--- src/rtl/normalizer_seq.sv ---
// Multi-cycle sign normalizer. A binary search shifts out redundant sign bits, one step per
// clock, and reports the normalized word and the shift count.
module normalizer_seq #(
  parameter int unsigned WIDTH = 24,
  parameter int unsigned CW    = $clog2(WIDTH)
) (
  input  logic             clk,
  input  logic             rst,
  input  logic             start,
  input  logic [WIDTH-1:0] dataIn,
  output logic             ready,
  output logic             done,
  output logic [WIDTH-1:0] dataOut,
  output logic [CW-1:0]    shiftCount,
  output logic             isZero
);

  typedef enum logic [1:0] {StIdle, StRun, StDone} stateT;

  stateT            stateQ, stateD;
  logic [WIDTH-1:0] workQ, workD;
  logic [CW-1:0]    cntQ, cntD;
  logic [CW-1:0]    stepQ, stepD;
  logic             zeroQ, zeroD;
  logic [WIDTH-1:0] dataOutQ, dataOutD;
  logic [CW-1:0]    shiftCountQ, shiftCountD;
  logic             isZeroQ, isZeroD;

  logic [CW:0]      kVal, cntSum;
  logic [WIDTH-1:0] signDiff, topMask, stepWork;
  logic [CW-1:0]    stepCnt;
  logic             canShift;

  // signDiff[i] flags work[i] != work[i-1]; the top k+1 bits are all equal exactly when
  // signDiff is clear in the top k positions.
  always_comb begin
    kVal     = (CW+1)'(1) << stepQ;
    signDiff = workQ ^ (workQ << 1);
    topMask  = ~({WIDTH{1'b1}} >> kVal);
    cntSum   = {1'b0, cntQ} + kVal;
    canShift = ((signDiff & topMask) == '0) && (cntSum <= (CW+1)'(WIDTH - 1));
    stepWork = canShift ? (workQ << kVal) : workQ;
    stepCnt  = canShift ? cntSum[CW-1:0] : cntQ;
  end

  always_comb begin
    stateD      = stateQ;
    workD       = workQ;
    cntD        = cntQ;
    stepD       = stepQ;
    zeroD       = zeroQ;
    dataOutD    = dataOutQ;
    shiftCountD = shiftCountQ;
    isZeroD     = isZeroQ;
    unique case (stateQ)
      StIdle, StDone: begin
        if (start) begin
          stateD = StRun;
          workD  = dataIn;
          cntD   = '0;
          stepD  = CW'(CW - 1);
          zeroD  = (dataIn == '0);
        end else begin
          stateD = StIdle;
        end
      end
      StRun: begin
        workD = stepWork;
        cntD  = stepCnt;
        if (stepQ == '0) begin
          // Results are published only on the last step so outputs stay stable during RUN.
          stateD      = StDone;
          dataOutD    = stepWork;
          shiftCountD = stepCnt;
          isZeroD     = zeroQ;
        end else begin
          stepD = stepQ - CW'(1);
        end
      end
      default: stateD = StIdle;
    endcase
  end

  always_ff @(posedge clk or posedge rst) begin
    if (rst) begin
      stateQ      <= StIdle;
      workQ       <= '0;
      cntQ        <= '0;
      stepQ       <= '0;
      zeroQ       <= 1'b0;
      dataOutQ    <= '0;
      shiftCountQ <= '0;
      isZeroQ     <= 1'b0;
    end else begin
      stateQ      <= stateD;
      workQ       <= workD;
      cntQ        <= cntD;
      stepQ       <= stepD;
      zeroQ       <= zeroD;
      dataOutQ    <= dataOutD;
      shiftCountQ <= shiftCountD;
      isZeroQ     <= isZeroD;
    end
  end

  assign ready      = (stateQ != StRun);
  assign done       = (stateQ == StDone);
  assign dataOut    = dataOutQ;
  assign shiftCount = shiftCountQ;
  assign isZero     = isZeroQ;

endmodule

--- config.mk ---
export PLATFORM = sky130hd
export DESIGN_NAME = normalizer_seq
export DESIGN_NICKNAME = d
export VERILOG_FILES = /design/src/rtl/normalizer_seq.sv
export SDC_FILE = /design/constraint.sdc
export NUM_CORES = 1
export LEC_CHECK = 0
export ABC_AREA = 1
export BUFFER_PORTS_ARGS = -buffer_cell sky130_fd_sc_hd__buf_2
export CORE_UTILIZATION = 35
export CTS_BUF_LIST = sky130_fd_sc_hd__clkbuf_8 sky130_fd_sc_hd__clkbuf_16
export DETAILED_ROUTE_END_ITERATION = 8
export PLACE_DENSITY = 0.59
export SYNTH_ARGS = -nofsm -noshare
export SYNTH_HDL_FRONTEND = slang
export SYNTH_SLANG_ARGS = --single-unit
--- constraint.sdc ---
create_clock -name clk -period 3.8 [get_ports clk]
set_input_delay 0.38 -clock clk [delete_from_list [all_inputs] [get_ports clk]]
set_output_delay 0.38 -clock clk [all_outputs]
set_load 0.01 [all_outputs]
# == Word-level counts from Yosys, hierarchy flattened ==
# Index checks and enable logic that the tools add are counted.
# word_totals
ramBits,0
memories,0
in_bits,27
mem_bits_ro,0
ff_bits,67
latch_bits,0
word_cells,46
# op_classes
n_addsub,2
n_lt_le_gt_ge,1
n_eq_ne,6
n_mux,12
n_mul,0
n_reduce_logical,11
shift,3
bitwise,3
div,0
# ops
cell,n
logical NOT 24 bit,2
2-to-1 mux 24 bit,2
case mux 24 bit (2 select lines),1
bitwise AND 24 bit,1
NOT 24 bit,1
left shift 24 x 6 -> 24 bit,1
">> shifter 24 x 6 -> 24 bit, first input constant",1
bitwise XOR 24 bit,1
2-to-1 mux 5 bit,4
case mux 5 bit (2 select lines),2
adder 5 x 6 -> 6 bit,1
"<= comparator 6 x 5 -> 1 bit, second input constant",1
"!= test 2 bit, second input constant",3
AND reduction 2 bit,3
"left shift 1 x 5 -> 6 bit, first input constant",1
logical NOT 5 bit,1
"subtractor 5 x 1 -> 5 bit, second input constant",1
case mux 2 bit (2 select lines),1
AND reduction 3 bit,1
"== test 2 x 1 -> 1 bit, second input constant",1
"== test 2 bit, second input constant",1
logical NOT 2 bit,1
2-to-1 mux 2 bit,1
"!= test 2 x 1 -> 1 bit, second input constant",1
4 further kinds,4

# == Logic depth before layout (Yosys ltp) ==
# logic_depth
word_depth,8
ltp_mapped,22
depth_no_buf,21

# == Worst setup path after synthesis ==
# OpenSTA, ideal clock, no wires.
# synth_timing
kind,register to register
start,register stepQ[0]
end,register workQ[11]
synth_period_minus_slack_ns,2.617
stages_incl_launch_ff,23
path_buffers,4
arrival_time_ns,2.492
required_time_ns,3.675
slack_ns,1.183
path_cell_list,dfrtp_1 buf_2 nor2_2 inv_1 nor2_4 buf_4 buf_6 ha_1 ha_1 inv_1 nand2_1 nand2_1 nand2_1 nand2_1 nand2_1 nand2_1 nand2_1 inv_2 nor2_4 buf_4 nand2_1 nand3_1 nand3_1
# synth_between
elab_chain_len,8
elab_cells_between_ends,11
classes_between,add/sub: 1; order compare: 1; shift: 3; mux: 2; bitwise: 2; reduce/logical: 2
# synth_lines
item,line,text
"start, declared",23,"logic [CW-1:0] stepQ, stepD;"
"start signal, assigned",98,stepQ <= stepD;
left shift 1 x 5 -> 6 bit *,37,kVal = (CW+1)'(1) << stepQ;
branches (longest 5 deep; another with adder 5 x 6 -> 6 bit),n/a,
2-to-1 mux 24 bit *,42,stepWork = canShift ? (workQ << kVal) : workQ;
case mux 24 bit (2 select lines) *,55,unique case (stateQ)
"end signal, assigned",96,workQ <= workD;
"end, declared",21,"logic [WIDTH-1:0] workQ, workD;"
# Every way passes the cells marked *.
# A chain may end at the register's enable or synchronous reset.

# == Worst setup path after layout ==
# layout_timing
start,register stepQ[2]
end,register workQ[16]
# Same word-level chain as after synthesis.

==> impl_metrics.csv <==
group,metric,value,unit
status,outcome,"completed",
finish,area_growth,15.2,%
clocking,cts-buffers-inserted,9,
floorplanning,ioPinCount,59,
synthesis,synth-seq-area-share,0.342,
sta,period_needed,3.07,ns
sta,relSlewSlack,0.400,
clocking,clock_tree.root_cell,"clkbuf_16",
clocking,clock_latency,0.34,ns
global_route,grt_pass1_vias,4878,
sta,tightest_slew,0.898,ns
sta,slew_violations,0,
routing,viasPerCell,5.19,
power_and_ir_drop,power.density,1110,mW/mm^2
finish,nets,862,
sta,finalCritPeriodShare,0.808,
critical_path,critPathMaxFanout,23,
sta,clock.fmax,0.326,GHz
finish,multi_input_area,0.00277,sq mm
clocking,post_cts_buffers,0,
clocking,clk_pin_slew,0.06,ns
routing,drt_wl_total,16.0,mm
global_route,track_usage,0.237,
global_route,antenna_found_initial,0,
floorplanning,die_w,120,um
finish,fin_util,0.420,
min_path,worstHoldPathType,"in -> async",
finish,drive_above_1_share,0.125,
synthesis,synth_cell_types,35,
global_route,grt_max_degree,39,
sta,finalSetupTns,0,ns
finish,regArea,0.00168,sq mm
clocking,ctsHoldBuffers,0,
routing,ant_nets,0,
sta,clock_skew,0.00700,ns
floorplanning,rows,42,
critical_path,cp-start-kind,"flip-flop",
routing,drtPass1Iterations,6,
power_and_ir_drop,p_leak,3.10,nW
clocking,cts_resized,0,
clocking,cts_buffer_depth,2,
routing,drc_errors,0,
floorplanning,die_area,0.0145,sq mm
synthesis,ys_warn_count,0,
floorplanning,start_util,0.365,
synthesis,synth_flop_cell,"dfrtp_1",
synthesis,synth_edf_count,0,
global_route,grt_pass1_wl,26.4,mm
sta,hold_violations,0,
finish,final_cell_mix,"317 x nand2_1, 132 x nand3_1, 74 x inv_1",
routing,wl_per_cell,15.8,um
sta,rsz0062_at_grt,"no",
placement,dpl.hpwl,12.1,mm
clocking,cts-htree-levels,3,
clocking,cts_tree,"done",
synthesis,ys_async_sr_fraction,1.00,
critical_path,crit_type,"reg -> reg",
synthesis,syn_inst,779,
critical_path,cp_data_required_time,4.03,ns
placement,globalplace.congestion,0.998,
global_route,grt-ovfl-total,0,
finish,mostFrequentLayoutCell,"nand2_1",
synthesis,ys_seq_elements,67,
routing,vias,5236,
floorplanning,coreArea,0.0135,sq mm
finish,fillers,1502,
critical_path,cp-end-kind,"flip-flop",
placement,io_buffers,58,
critical_path,crit_arrival,3.30,ns
sta,finalSetupViolations,0,
synthesis,syn_nets,813,
synthesis,synthesis.area,0.00491,sq mm
job,cap_violations,0,
finish,antenna_cells,0,
synthesis,avgSynthCellArea,6.30,sq um
routing,drt_iter0_drc,502,
floorplanning,die_y,120,um
clocking,cts_sinks,67,
power_and_ir_drop,vdd_drop_max,0.000444,V
==> registers in the layout (all words and copies together), names as in the netlist <==
| register | count |
|---|---|
| dataOut | 24 |
| workQ | 24 |
| cntQ | 5 |
| shiftCount | 5 |
| stepQ | 5 |
| stateQ | 2 |
| isZero | 1 |
| zeroQ | 1 |
==> per-stage QoR <==
stage / hold WS, ns / area [sq um] / setup WS [ns] / power (mW) / cells
after floorplan: 0.449 / 4910 / 1.18 / 4.23 / 779
after global placement: 0.457 / 5350 / 0.749 / 5.35 / 993
after detailed placement: 0.460 / 5350 / 0.733 / 5.33 / 993
after CTS: 0.239 / 5650 / 0.739 / 6.22 / 1009
after global routing: 0.292 / 5650 / 0.368 / 6.91 / 1009
final: 0.202 / 5650 / 0.731 / 6.25 / 1009
==> critical path, stage by stage, from the launching register on <==
cell and delay [ns]:
dfrtp_1 0.49, nor2_4 0.20, nand3_2 0.22, nor2_2 0.21
ha_1 0.25, inv_1 0.08, nor2_1 0.05, nor2_1 0.13
nand2_1 0.08, nand2_1 0.09, nand2_1 0.07, nand2_1 0.11
nand3_2 0.10, nor2_4 0.45, nand2_1 0.23, nand3_1 0.11
nand3_1 0.06
==> cells by family (layout without fill, tap and decap cells) <==
| family | count (synthesis) | after routing | share of synthesized area |
|---|---|---|---|
| AOI/OAI and AO/OA | 70 | 70 | 0.0818 |
| buffers and inverters | 112 | 166 | 0.0953 |
| adders and majority gates | 7 | 7 | 0.0178 |
| and+or+nand+nor | 520 | 520 | 0.458 |
| DFF | 67 | 67 | 0.342 |
| xor gates and xnor gates | 3 | 3 | 0.00535 |
==> power by group <==
part / leakage, nW / internal, mW / total (mW) / switching, mW
clock: 0.148 / 0.526 / 0.864 / 0.339
sequential: 0.833 / 1.06 / 1.35 / 0.291
combinational: 2.11 / 1.26 / 4.04 / 2.78
total: 3.10 / 2.84 / 6.25 / 3.41
==> worst paths after layout <==
| kind | from | endpoint | slack (ns) | cells after the start |
|---|---|---|---|---|
| setup / recovery | stepQ[2] | workQ[16] | 0.73 | 16 |
| hold / removal | rst | dataOut[13] | 0.20 | 2 |
| setup reg to reg | stepQ[2] | workQ[16] | 0.73 | 16 |
| hold reg to reg | dataOut[7] | dataOut[7] | 0.47 | 2 |
| max in group asynchronous | rst | stepQ[1] | 2.65 | 3 |
| min in group clk | dataIn[14] | workQ[14] | 0.28 | 3 |
==> metal layers <==
layer | GRT usage | vias to the layer above | share of wire
li1 | - | 2628 | -
met4 | 0.106 | 0 | 0.036
met3 | 0.0429 | 36 | 0.064
met2 | 0.352 | 181 | 0.43
met5 | 0 | - | 0
met1 | 0.335 | 2391 | 0.47
==> synth_stat cells (all sizes together), types with 2 or more instances <==
cell type	n	area [sq um]
clkinv	2	7.51
o21ai	41	205
nand3	136	701
nand2	317	1190
nand3b	3	22.5
o22ai	2	12.5
dfrtp	67	1680
inv	77	289
xor2	3	26.3
clkbuf	15	56.3
ha	7	87.6
nand4	12	81.3
or2	2	12.5
a21oi	8	40.0
nor4	6	37.5
o211ai	12	90.1
buf	18	115
nor3	3	15.0
nor2	40	183
==> area by class of cell <==
class	instances	share of cell area
Clock buffer	10	0.0423
Clock inverter	6	0.0115
Inverter	79	0.0524
Multi-Input combinational cell	600	0.490
Sequential cell	67	0.297
Tap cell	176	0.0389
Timing Repair Buffer	71	0.0686
Power figures use the tool's default switching activity.
